<file path="src/rtl/scan_chain_sequencer.sv">
// Scan-chain test sequencer: shifts a pattern in, pulses one capture cycle,
// shifts the response out, then compares it and updates pass/fail counters.
module scan_chain_sequencer #(
  parameter int CHAIN_LEN = 2,
  parameter int CNT_W     = 8
) (
  input  logic                 clk,
  input  logic                 reset,
  input  logic                 start,
  input  logic [CHAIN_LEN-1:0] pattern_in,
  input  logic [CHAIN_LEN-1:0] expected_in,
  input  logic                 so_in,
  output logic                 tm,
  output logic                 si,
  output logic                 busy,
  output logic                 done,
  output logic                 pass,
  output logic [CHAIN_LEN-1:0] response,
  output logic [CNT_W-1:0]     pat_cnt,
  output logic [CNT_W-1:0]     fail_cnt
);

  localparam int IDX_W = (CHAIN_LEN > 1) ? $clog2(CHAIN_LEN) : 1;
  localparam logic [IDX_W-1:0] LAST_IDX = IDX_W'(CHAIN_LEN - 1);

  typedef enum logic [2:0] {
    IDLE      = 3'd0,
    SHIFT_IN  = 3'd1,
    CAPTURE   = 3'd2,
    SHIFT_OUT = 3'd3,
    DONE      = 3'd4
  } state_t;

  state_t               state_q;
  logic [IDX_W-1:0]     idx_q;
  logic [CHAIN_LEN-1:0] pat_q;
  logic [CHAIN_LEN-1:0] exp_q;
  logic [CHAIN_LEN-1:0] cap_q;
  logic [CHAIN_LEN-1:0] response_q;
  logic [CHAIN_LEN-1:0] resp_d;
  logic                 pass_d;
  logic                 tm_q, si_q, busy_q, done_q, pass_q;
  logic [CNT_W-1:0]     pat_cnt_q, fail_cnt_q;

  function automatic logic [CNT_W-1:0] sat_inc(input logic [CNT_W-1:0] v, input logic en);
    return (en && (v != '1)) ? v + CNT_W'(1) : v;
  endfunction

  // Response as it will look once the SO bit of the current cycle is folded in.
  always_comb begin
    resp_d        = cap_q;
    resp_d[idx_q] = so_in;
    pass_d        = (resp_d == exp_q);
  end

  always_ff @(posedge clk) begin
    if (!reset) begin
      state_q    <= IDLE;
      idx_q      <= '0;
      tm_q       <= 1'b0;
      si_q       <= 1'b0;
      busy_q     <= 1'b0;
      done_q     <= 1'b0;
      pass_q     <= 1'b0;
      response_q <= '0;
      pat_cnt_q  <= '0;
      fail_cnt_q <= '0;
    end else begin
      case (state_q)
        IDLE: begin
          if (start) begin
            pat_q   <= pattern_in >> 1;
            exp_q   <= expected_in;
            si_q    <= pattern_in[0];
            tm_q    <= 1'b1;
            busy_q  <= 1'b1;
            idx_q   <= '0;
            state_q <= SHIFT_IN;
          end
        end
        SHIFT_IN: begin
          if (idx_q == LAST_IDX) begin
            tm_q    <= 1'b0;
            si_q    <= 1'b0;
            idx_q   <= '0;
            state_q <= CAPTURE;
          end else begin
            si_q  <= pat_q[0];
            pat_q <= pat_q >> 1;
            idx_q <= idx_q + IDX_W'(1);
          end
        end
        CAPTURE: begin
          tm_q    <= 1'b1;
          state_q <= SHIFT_OUT;
        end
        SHIFT_OUT: begin
          cap_q <= resp_d;
          if (idx_q == LAST_IDX) begin
            tm_q       <= 1'b0;
            done_q     <= 1'b1;
            response_q <= resp_d;
            pass_q     <= pass_d;
            pat_cnt_q  <= sat_inc(pat_cnt_q, 1'b1);
            fail_cnt_q <= sat_inc(fail_cnt_q, !pass_d);
            idx_q      <= '0;
            state_q    <= DONE;
          end else begin
            idx_q <= idx_q + IDX_W'(1);
          end
        end
        DONE: begin
          done_q  <= 1'b0;
          busy_q  <= 1'b0;
          state_q <= IDLE;
        end
        default: state_q <= IDLE;
      endcase
    end
  end

  assign tm       = tm_q;
  assign si       = si_q;
  assign busy     = busy_q;
  assign done     = done_q;
  assign pass     = pass_q;
  assign response = response_q;
  assign pat_cnt  = pat_cnt_q;
  assign fail_cnt = fail_cnt_q;

endmodule
</file>
<file path="config.mk">
export PLATFORM = sky130hd
export DESIGN_NAME = scan_chain_sequencer
export DESIGN_NICKNAME = d
export VERILOG_FILES = /design/src/rtl/scan_chain_sequencer.sv
export SDC_FILE = /design/constraint.sdc
export NUM_CORES = 1
export LEC_CHECK = 0
export CORE_AREA = 2 2 59 61
export CTS_CLUSTER_DIAMETER = 50
export DETAILED_ROUTE_END_ITERATION = 8
export DIE_AREA = 0 0 61 63
export GPL_ROUTABILITY_DRIVEN = 0
export PLACE_DENSITY_LB_ADDON = 0.3
export SLEW_MARGIN = 20
export SYNTH_ARGS = -nofsm -noshare
export SYNTH_HDL_FRONTEND = slang
export SYNTH_SLANG_ARGS = --single-unit
export TNS_END_PERCENT = 30
</file>
<file path="constraint.sdc">
create_clock -name clk -period 1.6 [get_ports clk]
set_input_delay 0.32 -clock clk [delete_from_list [all_inputs] [get_ports clk]]
set_output_delay 0.32 -clock clk [all_outputs]
set_load 0.02 [all_outputs]
</file>
==> impl_metrics.tcl, run 1 <==
set metrics [dict create \
    cts_root_buffer "clkbuf_4" \
    ys_ff_latch 32 \
    layout_commonest_cell "dfxtp_1" \
    drt_iter0_markers 26 \
    ys.warnings.count 0 \
    cts_made_buffers 5 \
    max_freq_mhz 643 \
    worst_ep_required_time_ns 1.85 \
    vias 1373 \
    grt_pass1_wl_um 5810 \
    ant_nets 0 \
    syn_area_um2 1590 \
    diodes 0 \
    io_pins 31 \
    crit_chain "xor2_1 -> mux2i_2 -> buf_4 -> a211oi_1 -> mux2i_1" \
    setup_viol 0 \
    post-route-min-period_ns 1.56 \
    rsz0062_at_grt "yes" \
    start_util_pct 49.1 \
    ctsHoldBuffers 0 \
    holdCritPathClass "register to register" \
    ys.flop_type "dfxtp_1" \
    hold_violations 0 \
    finalNetCount 222 \
    antenna_found_initial 0 \
    final_layout_size_suffix_gt1_share_pct 14.6 \
    crit_buf_inv 1 \
    coreArea_um2 3230 \
    cp_max_fo 8 \
    totalWireLength_um 3380 \
    mostFrequentLayoutCells "dfxtp_1, dlygate4sd2_1, buf_4, nand2_1, nor2_1" \
    synth-async-reset-ratio_pct 0 \
    critical-path-top-delay-family "flip-flops" \
    critPathSlowestCell "edfxtp_1" \
    synth-seq-area-share_pct 43.5 \
    setup-tns-final_ns 0 \
    route.detailed.drc 0 \
    hold_depth 2 \
    critPathLaunchType "register" \
    report.final.slew_viol_count 0 \
    setup_ws_ns 0.0441 \
    arrival_ns 1.80 \
    grt_pass1_vias 1347 \
    track_usage_pct 20.0 \
    cts_buffer_depth 2 \
    p_leak_uw 0.000900 \
    die_w_um 61 \
    dp_slack_ns -0.188 \
    clkTransAtPathRegs_ns 0.10 \
    htreeDepth 2 \
    post-cts-setup-buffer-count 0 \
    pwr_density_cell_nw_per_um2 718 \
    max_cap_violations 0 \
    syn_area_per_cell_um2 9.62 \
    port_buffers 30 \
    critPathKind "register to register" \
    area_growth_pct 30.6 \
    overflow 0 \
    cp-end-kind "register" \
    peakVddDrop_uv 467 \
    post-dp-hpwl_um 2530 \
    rows 21 \
    wire_per_inst_um 13.1 \
    path_depth 5 \
    via_per_inst 5.30 \
    reg2regPathDepth 5 \
    clock_latency_ns 0.33 \
    slew_headroom_pct 73.5 \
    die_h_um 63 \
    netlist_instances 165 \
    tightest_slew_ns 0.397 \
    synth_nets 175 \
    status "completed" \
    grt_max_degree 18 \
    synth_edf_count 5 \
    fin_skew_ns 0.0142 \
    period_share_pct 97.2 \
    dr.pass1.iters 4 \
    worst_path_largest_cell_delay_ns 0.44 \
    cts_tree "built" \
    hold_ws_ns 0.476 \
    ys_types 39 \
    die_area_um2 3840 \
    clkSinkCount 32 \
]
==> area by class of cell <==
| class | instances | area, um^2 |
|---|---|---|
| Fill cell | 295 | 1160 |
| Multi-Input combinational cell | 118 | 836 |
| Sequential cell | 32 | 694 |
| Timing Repair Buffer | 46 | 403 |
| Tap cell | 46 | 57.6 |
| Clock buffer | 7 | 45.0 |
| Inverter | 9 | 33.8 |
| Clock inverter | 1 | 3.75 |
==> worst reg2reg max path, cell delays in order (launching register included) <==
cell and delay [ns]:
edfxtp_1 0.44, xor2_1 0.22, mux2i_2 0.10, buf_4 0.18, a211oi_1 0.30, mux2i_1 0.23
==> timing repair <==
action / CTS / global route
endpoints found under the setup margin: 26 / 9
gates resized for setup: 21 / 5
pin swaps: 0 / 1
==> cells by family after synthesis <==
group	Yosys count	synth area share (%)
AO/OA/AOI/OAI	33	14.7
XOR/XNOR	9	6.15
adder cells (fa/ha/maj)	2	1.58
buffers and inverters	15	4.10
flip-flops	32	43.5
multiplexers	16	11.3
AND/OR/NAND/NOR	58	18.7
==> per-stage QoR <==
step | instance area, um^2 | util (%) | cells | total power, uW
finish | 2070 | 64.2 | 259 | 1490
global route | 2070 | 64.2 | 259 | 1570
CTS | 2060 | 63.8 | 259 | 1510
detailed placement | 2040 | 63.1 | 251 | 1090
global placement | 2040 | 63.1 | 251 | 1090
floorplan | 1590 | - | 165 | 1000
==> power breakdown <==
part	internal, uW	total, uW	switching, uW	leakage, uW
Clock	169	417	249	0.0000269
Sequential	839	855	16.2	0.000266
Combinational	102	215	114	0.000607
Total	1110	1490	379	0.000900
==> worst paths after layout <==
check,from,to,slack [ns]
max reg2reg,exp_q[0],fail_cnt[2],0.04
min,pass,pass,0.48
max,exp_q[0],fail_cnt[2],0.04
min reg2reg,pass,pass,0.48
==> registers in the layout, summed over array words and instances (netlist names) <==
name / count
exp_q: 2
pat_cnt: 8
busy: 1
idx_q: 1
pat_q: 1
pass: 1
si: 1
cap_q: 2
done: 1
tm: 1
state_q: 3
fail_cnt: 8
response: 2
==> routing by layer <==
metal	share of wire, %	GRT usage [%]
met4	2.3	7.34
met5	0	0
met2	49	31.5
met3	4.2	5.80
met1	45	25.4
==> cells in the mapped netlist, types with 2 or more instances <==
library cell,count,area (um^2)
nand3_1,5,25.0
ha_1,2,25.0
and2_1,2,12.5
mux2i_1,12,120
nand2b_1,8,50.1
nand4_1,5,31.3
nand4b_1,2,17.5
o211ai_1,3,22.5
mux2_2,2,22.5
inv_1,9,33.8
edfxtp_1,5,150
dfxtp_1,27,541
buf_1,2,7.51
and3_1,5,31.3
xnor2_1,2,17.5
a221oi_1,2,17.5
nor2_1,13,48.8
xor2_1,6,52.6
a21oi_1,8,40.0
nand2_1,14,52.6
a211oi_1,6,45.0
o21ai_0,7,35.0
clkbuf_1,2,7.51
(Power assumes the default switching activity.)
==> run 2, diff against run 1 <==
Settings changed: CAP_MARGIN from default to 10.
==> results of run 2 <==
The final DEF is identical to that of run 1; final timing and power are the same.
